==> config.mk <==
export PLATFORM = sky130hd
export DESIGN_NAME = seven_segment_capture
export DESIGN_NICKNAME = d
export VERILOG_FILES = /design/src/rtl/seven_segment_capture.sv
export SDC_FILE = /design/constraint.sdc
export NUM_CORES = 1
export LEC_CHECK = 0
export CORE_UTILIZATION = 55
export CTS_CLUSTER_SIZE = 10
export DETAILED_ROUTE_END_ITERATION = 6
export PLACE_DENSITY_LB_ADDON = 0.15
export SLEW_MARGIN = 20
export SYNTH_ARGS = -nofsm -noshare
export SYNTH_HDL_FRONTEND = slang
export SYNTH_SLANG_ARGS = --single-unit
==> constraint.sdc <==
create_clock -name clk -period 7.5 [get_ports clk]
set_input_delay 1.875 -clock clk [delete_from_list [all_inputs] [get_ports clk]]
set_output_delay 1.875 -clock clk [all_outputs]
set_load 0.02 [all_outputs]
==> src/rtl/seven_segment_capture.sv <==
// Seven-segment display receiver: rebuilds the four strobed digits and publishes them as one frame.
// Optional decimal-point capture is enabled by defining SSD_CAPTURE_DP_EN.
module seven_segment_capture #(
    parameter int unsigned SETTLE_CYCLES = 4,
    parameter int unsigned SYNC_STAGES   = 2
) (
    input  logic       clk,
    input  logic       reset,
    input  logic       CA,
    input  logic       CB,
    input  logic       CC,
    input  logic       CD,
    input  logic       CE,
    input  logic       CF,
    input  logic       CG,
    input  logic       DP,
    input  logic       AN1,
    input  logic       AN2,
    input  logic       AN3,
    input  logic       AN4,
    output logic [3:0] sec_dig1,
    output logic [3:0] sec_dig2,
    output logic [3:0] min_dig1,
    output logic [3:0] min_dig2,
    output logic [3:0] dp_captured,
    output logic       frame_valid,
    output logic       pattern_error,
    output logic       anode_error
);

`ifdef SSD_CAPTURE_DP_EN
    localparam int unsigned IN_W = 12;
`else
    localparam int unsigned IN_W = 11;
`endif
    localparam logic [7:0] SAMPLE_AT = 8'(SETTLE_CYCLES - 1);

    typedef enum logic [1:0] {
        WAIT_SEL = 2'd0,
        SETTLING = 2'd1,
        HOLD     = 2'd2
    } state_t;

    logic [IN_W-1:0] raw_s;
    logic [IN_W-1:0] in_s;

`ifdef SSD_CAPTURE_DP_EN
    assign raw_s = {DP, AN4, AN3, AN2, AN1, CG, CF, CE, CD, CC, CB, CA};
`else
    assign raw_s = {AN4, AN3, AN2, AN1, CG, CF, CE, CD, CC, CB, CA};
`endif

    generate
        if (SYNC_STAGES == 0) begin : g_nosync
            assign in_s = raw_s;
        end else begin : g_sync
            logic [IN_W-1:0] sync_q [SYNC_STAGES];

            // Synchroniser chain; resets to the inactive (high) level of every line.
            always_ff @(posedge clk or posedge reset) begin
                if (reset) begin
                    for (int i = 0; i < int'(SYNC_STAGES); i++) begin
                        sync_q[i] <= {IN_W{1'b1}};
                    end
                end else begin
                    sync_q[0] <= raw_s;
                    for (int i = 1; i < int'(SYNC_STAGES); i++) begin
                        sync_q[i] <= sync_q[i-1];
                    end
                end
            end

            assign in_s = sync_q[SYNC_STAGES-1];
        end
    endgenerate

    // Returns {valid, value}; segment order is {g,f,e,d,c,b,a}, active-high.
    function automatic logic [4:0] seg_decode(input logic [6:0] seg);
        case (seg)
            7'h3F:   seg_decode = 5'h10;
            7'h06:   seg_decode = 5'h11;
            7'h5B:   seg_decode = 5'h12;
            7'h4F:   seg_decode = 5'h13;
            7'h66:   seg_decode = 5'h14;
            7'h6D:   seg_decode = 5'h15;
            7'h7D:   seg_decode = 5'h16;
            7'h07:   seg_decode = 5'h17;
            7'h7F:   seg_decode = 5'h18;
            7'h6F:   seg_decode = 5'h19;
            7'h77:   seg_decode = 5'h1A;
            7'h7C:   seg_decode = 5'h1B;
            7'h39:   seg_decode = 5'h1C;
            7'h5E:   seg_decode = 5'h1D;
            7'h79:   seg_decode = 5'h1E;
            7'h71:   seg_decode = 5'h1F;
            default: seg_decode = 5'h00;
        endcase
    endfunction

    logic [6:0] seg_s;
    logic [3:0] an_s;
    logic [4:0] dec_s;
    logic       an_none_s;
    logic       an_one_s;
    logic [1:0] an_idx_s;
    logic       eval_s;
    logic       sample_s;
    logic       capture_s;
    logic [3:0] mask_d;

    state_t     state_q;
    logic [3:0] an_lat_q;
    logic [1:0] sel_q;
    logic [7:0] cnt_q;
    logic [3:0] mask_q;
    logic [3:0] stage_q [4];
    logic [3:0] out_q   [4];
    logic       frame_valid_q;
    logic       pattern_error_q;
    logic       anode_error_q;

    assign seg_s     = ~in_s[6:0];
    assign an_s      = ~in_s[10:7];
    assign dec_s     = seg_decode(seg_s);
    assign an_none_s = (an_s == 4'b0000);
    assign an_one_s  = !an_none_s && ((an_s & (an_s - 4'd1)) == 4'b0000);

    // Index of the single active anode.
    always_comb begin
        case (an_s)
            4'b0001: an_idx_s = 2'd0;
            4'b0010: an_idx_s = 2'd1;
            4'b0100: an_idx_s = 2'd2;
            4'b1000: an_idx_s = 2'd3;
            default: an_idx_s = 2'd0;
        endcase
    end

    // Selection re-evaluation, sample strobe and next capture mask.
    always_comb begin
        eval_s    = (state_q == WAIT_SEL) || (an_s != an_lat_q);
        sample_s  = !eval_s && (state_q == SETTLING) && (cnt_q >= SAMPLE_AT);
        capture_s = sample_s && dec_s[4];
        if (mask_q == 4'hF) begin
            mask_d = 4'h0;
        end else begin
            mask_d = mask_q;
        end
        if (capture_s) begin
            mask_d[sel_q] = 1'b1;
        end else begin
            mask_d = mask_d;
        end
    end

    // Capture FSM with staging registers and frame publication.
    always_ff @(posedge clk or posedge reset) begin
        if (reset) begin
            state_q         <= WAIT_SEL;
            an_lat_q        <= 4'b0000;
            sel_q           <= 2'd0;
            cnt_q           <= 8'd0;
            mask_q          <= 4'b0000;
            frame_valid_q   <= 1'b0;
            pattern_error_q <= 1'b0;
            anode_error_q   <= 1'b0;
            for (int i = 0; i < 4; i++) begin
                stage_q[i] <= 4'd0;
                out_q[i]   <= 4'd0;
            end
        end else begin
            mask_q          <= mask_d;
            frame_valid_q   <= (mask_q == 4'hF);
            pattern_error_q <= sample_s && !dec_s[4];
            anode_error_q   <= eval_s && !an_none_s && !an_one_s;
            if (mask_q == 4'hF) begin
                for (int i = 0; i < 4; i++) begin
                    out_q[i] <= stage_q[i];
                end
            end
            if (capture_s) begin
                stage_q[sel_q] <= dec_s[3:0];
            end
            if (eval_s) begin
                if (an_one_s) begin
                    an_lat_q <= an_s;
                    sel_q    <= an_idx_s;
                    cnt_q    <= 8'd1;
                    state_q  <= SETTLING;
                end else begin
                    cnt_q    <= 8'd0;
                    state_q  <= WAIT_SEL;
                end
            end else begin
                case (state_q)
                    SETTLING: begin
                        cnt_q <= cnt_q + 8'd1;
                        if (sample_s) begin
                            state_q <= HOLD;
                        end
                    end
                    HOLD:    state_q <= HOLD;
                    default: state_q <= WAIT_SEL;
                endcase
            end
        end
    end

`ifdef SSD_CAPTURE_DP_EN
    logic       dp_s;
    logic [3:0] dp_stage_q;
    logic [3:0] dp_out_q;

    assign dp_s = ~in_s[11];

    // Decimal points follow the same staging and publication path as the digits.
    always_ff @(posedge clk or posedge reset) begin
        if (reset) begin
            dp_stage_q <= 4'b0000;
            dp_out_q   <= 4'b0000;
        end else begin
            if (capture_s) begin
                dp_stage_q[sel_q] <= dp_s;
            end
            if (mask_q == 4'hF) begin
                dp_out_q <= dp_stage_q;
            end
        end
    end

    assign dp_captured = dp_out_q;
`else
    assign dp_captured = 4'b0000;
`endif

    assign sec_dig1      = out_q[0];
    assign sec_dig2      = out_q[1];
    assign min_dig1      = out_q[2];
    assign min_dig2      = out_q[3];
    assign frame_valid   = frame_valid_q;
    assign pattern_error = pattern_error_q;
    assign anode_error   = anode_error_q;

endmodule
==> summary.md, run 1 <==
| Metric | Value |
|---|---|
| Outcome | `finished, final reports clean` |
| Fin crit share | `42.5%` |
| Setup Buffers After CTS | `0` |
| Synth Area in Compound Gates | `10.2%` |
| Worst r2r path cells | `6` |
| Share of cells above drive strength 1 | `16.0%` |
| HPWL Detailed | `3580 um` |
| Core area | `5920 sq um` |
| Die width | `80.2 um` |
| Die footprint | `6430 sq um` |
| Fin. Hold Viols | `0` |
| Finished Core Util | `66.2%` |
| Setup ws final | `4.31 ns` |
| GR Util All Layers | `18.9%` |
| Initial core utilization | `56.8%` |
| Post-CTS Hold Fix Bufs | `0` |
| Clock Path Buffers | `2` |
| Synthesized area per cell | `10.7 sq um` |
| Startpoint Class | `flop` |
| CTS Buf Count | `9` |
| Root buffer cell | `clkbuf_8` |
| CTS tree | `yes` |
| Asr flop ratio synth | `100%` |
| Cells after Synth | `314` |
| Largest net degree at the start of global routing | `78` |
| Critical Path AT | `1.32 ns` |
| Commonest non-fill, non-tap cell in the layout | `nand2_1` |
| First-pass GRT wire length | `9090 um` |
| CP delay by family, top | `buffers and inverters` |
| Smallest hold slack | `0.356 ns` |
| Post-Synth XOR/XNOR Area | `3.39%` |
| Worst r2r src | `in_s[0]$_DFF_PP1_` |
| Fill count | `461` |
| Post-synthesis mux area share | `3.91%` |
| Setup CP Type | `reg2out` |
| Yosys top cell by area | `dfrtp_1` |
| Post-synth EDFFs | `0` |
| Layout Cells excl Fill | `419` |
| Final wirelength | `5410 um` |
| Die Y-Extent | `80.2 um` |
| Number of max-cap violations | `0` |
| Post-synthesis adder-cell area fraction | `1.12%` |
| Worst-path maximum fanout | `2` |
| Final net count | `356` |
| Drt drc | `0` |
| Commonest cells after routing, fill and taps aside | `63 x nand2_1, 55 x dfrtp_1, 31 x clkdlybuf4s50_1` |
| GRT overflow | `0` |
| Top post-synthesis cells by area | `dfrtp_1 41%, dfstp_2 17%, nand2_1 7.0%, o21ai_0 2.7%, mux2_1 2.7%` |
| Vias in the first global route | `1,995` |
| Seq cells post-synth | `77` |
| Antenna violations before repair | `0` |
| Fmax | `313 MHz` |
| Vias per cell | `5.27` |
| WP depth | `1` |
| PostCTS Resize Cnt | `0` |
| Drt first pass iters | `4` |
| Pwr/cell area | `224 nW/um^2` |
| Clock-pin slew on the worst setup and hold paths | `0.07 ns` |
| PortBufs | `31` |
| DP Worst Slack | `4.34 ns` |
| Clk sink count | `77` |
| Post-synthesis simple-gate area fraction | `19.0%` |
| Later-pin clock latency in the skew report | `0.34 ns` |
| R2R setup slack | `4.97 ns` |
| Slew Limit Fails | `0` |
| Largest family of logic cells by synthesized area | `simple AND/OR/NAND/NOR gates` |
| # placed instances | `403` |
| Total power | `0.877 mW` |
| Final TNS setup | `0 ns` |
| Reg-to-Reg End | `stage_q[0]$_DFFE_PP0P_` |
| Dpl cell area | `3670 sq um` |
| DR vias | `2,209` |
| Post-Synthesis Cell Area | `3360 sq um` |
| Post-synth cell types | `57` |
| Register area share after synthesis | `58.1%` |
| Final Skew | `0.00883 ns` |
| CP max stage delay | `0.62 ns` |
| Worst path slowest cell | `clkdlybuf4s50_1` |
| Wire length per cell | `12.9 um` |
| Worst slew pin tran | `0.926 ns` |
| Area growth syn-to-layout | `16.5%` |
| Fin crit period | `3.19 ns` |
| FP Rows | `28` |
| Starting DRT DRC Count | `98` |
| Design area | `3920 sq um` |
| # diodes | `0` |
| Gpl congestion | `0.873` |
| CP Launch Point | `sec_dig2[1]$_DFFE_PP0P_` |
| Max VDD drop | `0.142 mV` |
| Post-synth top area share | `40.9%` |
| CP cell instances | `clkdlybuf4s50_1` |
| ANT nets after route | `0` |
| RSZ-0062 raised after global routing | `no` |
| Max_slew headroom | `38.3%` |
| Worst setup EP type | `output port` |
| Lkg Pwr | `1.79 nW` |
| Min-delay worst type | `reg2reg` |
| Ys Warns | `0` |
| CP bufs+invs | `1` |
| Setup violators final | `0` |
| Max H-tree Level | `3` |
| Critical path required time | `5.62 ns` |
| I/O Pins | `37` |
| CP endpoint | `sec_dig2[1]` |
| Dominant synthesized flop cell | `dfrtp_1` |
## cell usage after synthesis, types with 4 or more instances
cell type	instances
nand2_1	63
dfrtp_1	55
dfstp_2	22
o21ai_0	18
nor2_1	17
buf_2	8
inv_1	8
mux2_1	8
nand3_1	8
xor2_1	8
buf_4	6
clkbuf_1	6
a21oi_1	5
xnor2_1	5
a21o_1	4
nand4_1	4
nor3_1	4
o22ai_1	4
## registers in the layout, summed over array words and instances, names as in the netlist, 8 cells and up
signal	cells
cnt_q	8
g_sync.sync_q	11
stage_q	16
in_s	11
## logic make-up (layout without fill, tap and decap cells)
family                   after synthesis  after routing
AND/OR/NAND/NOR                      127            127
AO/OA/AOI/OAI                         52             52
XOR/XNOR                              13             13
adder cells (fa/ha/maj)                3              3
multiplexers                          12             12
flip-flops                            77             77
other                                  1              4
buffers and inverters                 29             56
## layer usage
metal	wire (um)	up-vias	global-route usage [%]
met5	0	-	0
met4	111	0	10.0
met3	132	10	4.77
met2	2520	38	28.8
met1	2640	1044	24.8
li1	-	1117	-
## report_power, final
part	switching, mW	internal, mW	leakage (nW)
clock	0.140	0.223	0.126
combinational	0.0338	0.0257	0.681
sequential	0.0188	0.435	0.984
## cell type report
cell class	count	area [sq um]	area share, %
Sequential cell	77	1950	49.9
Tap cell	75	93.8	2.39
Timing Repair Buffer	32	318	8.11
Clock inverter	3	65.1	1.66
Inverter	8	30.0	0.766
Multi-Input combinational cell	211	1280	32.6
Clock buffer	13	179	4.57
## worst min-delay path by stage
stage	start	end	slack [ns]	cells after the start
2_1_floorplan	g_sync.sync_q[11]$_DFF_PP1_	in_s[0]$_DFF_PP1_	0.35	0
3_3_place_gp	g_sync.sync_q[19]$_DFF_PP1_	in_s[8]$_DFF_PP1_	0.35	0
3_5_place_dp	g_sync.sync_q[21]$_DFF_PP1_	in_s[10]$_DFF_PP1_	0.35	0
4_1_cts	g_sync.sync_q[17]$_DFF_PP1_	in_s[6]$_DFF_PP1_	0.36	0
5_1_grt	g_sync.sync_q[12]$_DFF_PP1_	in_s[1]$_DFF_PP1_	0.36	0
6_report	g_sync.sync_q[14]$_DFF_PP1_	in_s[3]$_DFF_PP1_	0.36	0
Note: power is estimated with default switching activity, not from simulation.
==> run 2: changes to the inputs <==
- CORE_UTILIZATION: 55 -> 50
- clock period: 7.5 -> 2.9 ns (I/O delays scaled with it)
==> summary.md, run 2 (synthesized netlist as in run 1, its figures left out) <==
| Metric | Value |
|---|---|
| Outcome | `finished, final reports clean` |
| Die Y-Extent | `84.0 um (+4.8%)` |
| Worst setup EP type | `flop` |
| Critical Path AT | `2.68 ns (+1.36 ns)` |
| Sequential power share | `54.3% (+2.5 points)` |
| CTS tree | `yes` |
| Share of cells above drive strength 1 | `16.5% (+0.49 points)` |
| Fin crit share | `84.2%` |
| Clock Path Buffers | `2 (unchanged)` |
| RSZ-0062 raised after global routing | `no` |
| Die width | `84.0 um (+4.8%)` |
| Worst r2r path cells | `6 (unchanged)` |
| Clock-pin slew on the worst setup and hold paths | `0.08 ns (about the same)` |
| Later-pin clock latency in the skew report | `0.35 ns (about the same)` |
| Fmax | `409 MHz` |
| Core area | `6420 sq um (+8.5%)` |
| GR Util All Layers | `18.7% (-0.22 points)` |
| Max FFs per register | `16 (unchanged)` |
| Comb power frac | `7.3% (+0.5 points)` |
| Startpoint Class | `flop` |
| Max_slew headroom | `61.0% (+23 points)` |
| Sw power | `0.523 mW (+170%)` |
| Total power | `2.16 mW (+150%)` |
| CTS Buf Count | `9 (unchanged)` |
| Final net count | `358 (+0.56%)` |
| Reg area | `1950 sq um (unchanged)` |
| I/O Pins | `37 (unchanged)` |
| Fin. Hold Viols | `0 (unchanged)` |
| Setup Buffers After CTS | `0 (unchanged)` |
| CP Launch Point | `in_s[4]$_DFF_PP1_` |
| Max VDD drop | `0.366 mV (+160%)` |
| Starting DRT DRC Count | `118 (+20%)` |
| Sw frac | `24.2% (+2.2 points)` |
| Final wirelength | `5690 um (+5.3%)` |
| ANT nets after route | `0 (unchanged)` |
| Worst r2r src | `in_s[4]$_DFF_PP1_` |
| Antenna violations before repair | `0 (unchanged)` |
| FP Rows | `29 (+3.6%)` |
| Commonest cells after routing, fill and taps aside | `63 x nand2_1, 55 x dfrtp_1, 31 x clkdlybuf4s50_1` |
| Drt first pass iters | `4 (unchanged)` |
| Fin crit period | `2.44 ns` |
| Final Skew | `0.00877 ns (-0.0000511 ns)` |
| Commonest non-fill, non-tap cell in the layout | `nand2_1` |
| Largest net degree at the start of global routing | `46 (-41%)` |
| Setup CP Type | `reg2reg` |
| Multi-input gate area | `1280 sq um (unchanged)` |
| Worst slew pin tran | `0.581 ns (-0.345 ns)` |
| HPWL Detailed | `3790 um (+5.8%)` |
| Fill count | `564 (+22%)` |
| Lkg Pwr | `1.78 nW (-0.59%)` |
| Critical path required time | `3.14 ns (-2.48 ns)` |
| Max H-tree Level | `3 (unchanged)` |
| Int Pwr | `1.64 mW (+140%)` |
| First-pass GRT wire length | `10,200 um (+12%)` |
| Final TNS setup | `0 ns (unchanged)` |
| Area growth syn-to-layout | `16.4% (about the same)` |
| Gpl congestion | `0.874 (+0.14%)` |
| Largest register by flop count | `stage_q` |
| Pwr/cell area | `552 nW/um^2 (+150%)` |
| Wire length per cell | `13.4 um (+4.3%)` |
| Root buffer cell | `clkbuf_8` |
| Reg-to-Reg End | `stage_q[12]$_DFFE_PP0P_` |
| PortBufs | `31 (unchanged)` |
| Setup violators final | `0 (unchanged)` |
| # diodes | `0 (unchanged)` |
| Vias per cell | `5.34 (+1.3%)` |
| GRT overflow | `0 (unchanged)` |
| Vias in the first global route | `2,142 (+7.4%)` |
| Slew Limit Fails | `0 (unchanged)` |
| Post-CTS Hold Fix Bufs | `0 (unchanged)` |
| Worst-path maximum fanout | `12 (+10)` |
| Initial core utilization | `52.4% (-4.4 points)` |
| DR vias | `2,259 (+2.3%)` |
| Min-delay worst type | `reg2reg` |
| PostCTS Resize Cnt | `0 (unchanged)` |
| Number of max-cap violations | `0 (unchanged)` |
| Clk pwr share | `38.4% (-3.0 points)` |
| R2R setup slack | `0.46 ns (-4.51 ns)` |
| CP endpoint | `stage_q[12]$_DFFE_PP0P_` |
| Drt drc | `0 (unchanged)` |
| Clk sink count | `77 (unchanged)` |
| Die footprint | `7060 sq um (+9.7%)` |
[run 2: cell count changes in the layout (fill, tap and decap cells not counted)]
cell	before	now
clkinvlp_4	0	2
clkinv_4	0	1
clkbuf_8	13	11
buf_4	1	2
bufinv_16	2	1
buf_12	0	1
[run 2: power by group through the flow]
stage | registers, mW | clock network [mW] | logic [mW]
after global routing | 1.18 | 0.905 | 0.179
after CTS | 1.17 | 0.856 | 0.160
after global placement | 1.19 | 0 | 0.155
after floorplan | 1.17 | 0 | 0.137
final | 1.17 | 0.830 | 0.157
after detailed placement | 1.19 | 0 | 0.160
[run 2: final cells by class]
cell class	count	share of cell area, %
multi-input combinational	211	32.7
inverter	8	0.767
tap	77	2.46
sequential	77	49.9
timing repair buffer	34	8.82
clock buffer	11	3.87
clock inverter	5	1.50
[run 2: per-layer routing]
layer	wire length (um)	up-vias	global-route usage [%]
met5	0	-	0
met4	120	0	10.3
met3	177	9	3.86
met2	2670	44	28.8
met1	2720	1088	24.7
li1	-	1118	-
[run 2: worst min-delay path by stage]
stage,from,end,slack [ns],cells past startpoint
detailed placement,g_sync.sync_q[14]$_DFF_PP1_,in_s[3]$_DFF_PP1_,0.35,0
global route,g_sync.sync_q[21]$_DFF_PP1_,in_s[10]$_DFF_PP1_,0.36,0
floorplan,g_sync.sync_q[11]$_DFF_PP1_,in_s[0]$_DFF_PP1_,0.35,0
CTS,g_sync.sync_q[13]$_DFF_PP1_,in_s[2]$_DFF_PP1_,0.36,0
finish,g_sync.sync_q[14]$_DFF_PP1_,in_s[3]$_DFF_PP1_,0.36,0
global placement,g_sync.sync_q[21]$_DFF_PP1_,in_s[10]$_DFF_PP1_,0.35,0
[run 2: stage by stage]
stage	hold WS (ns)	util, %	worst slack, ns	instances	area, sq um
after detailed placement	0.347	57.7	0.452	407	3700
final	0.357	61.0	0.458	423	3920
after floorplan	0.345	-	0.245	317	3370
after CTS	0.357	61.0	0.450	423	3920
after global routing	0.361	61.0	0.258	423	3920
after global placement	0.346	57.7	0.458	407	3700
[run 2: critical path: stages (launching register included)]
cell and delay, ns:
dfstp_2 0.64, or4bb_1 0.52, o32a_1 0.17, o22ai_1 0.30, nor4_4 0.14, nor2_2 0.21
mux2_1 0.35
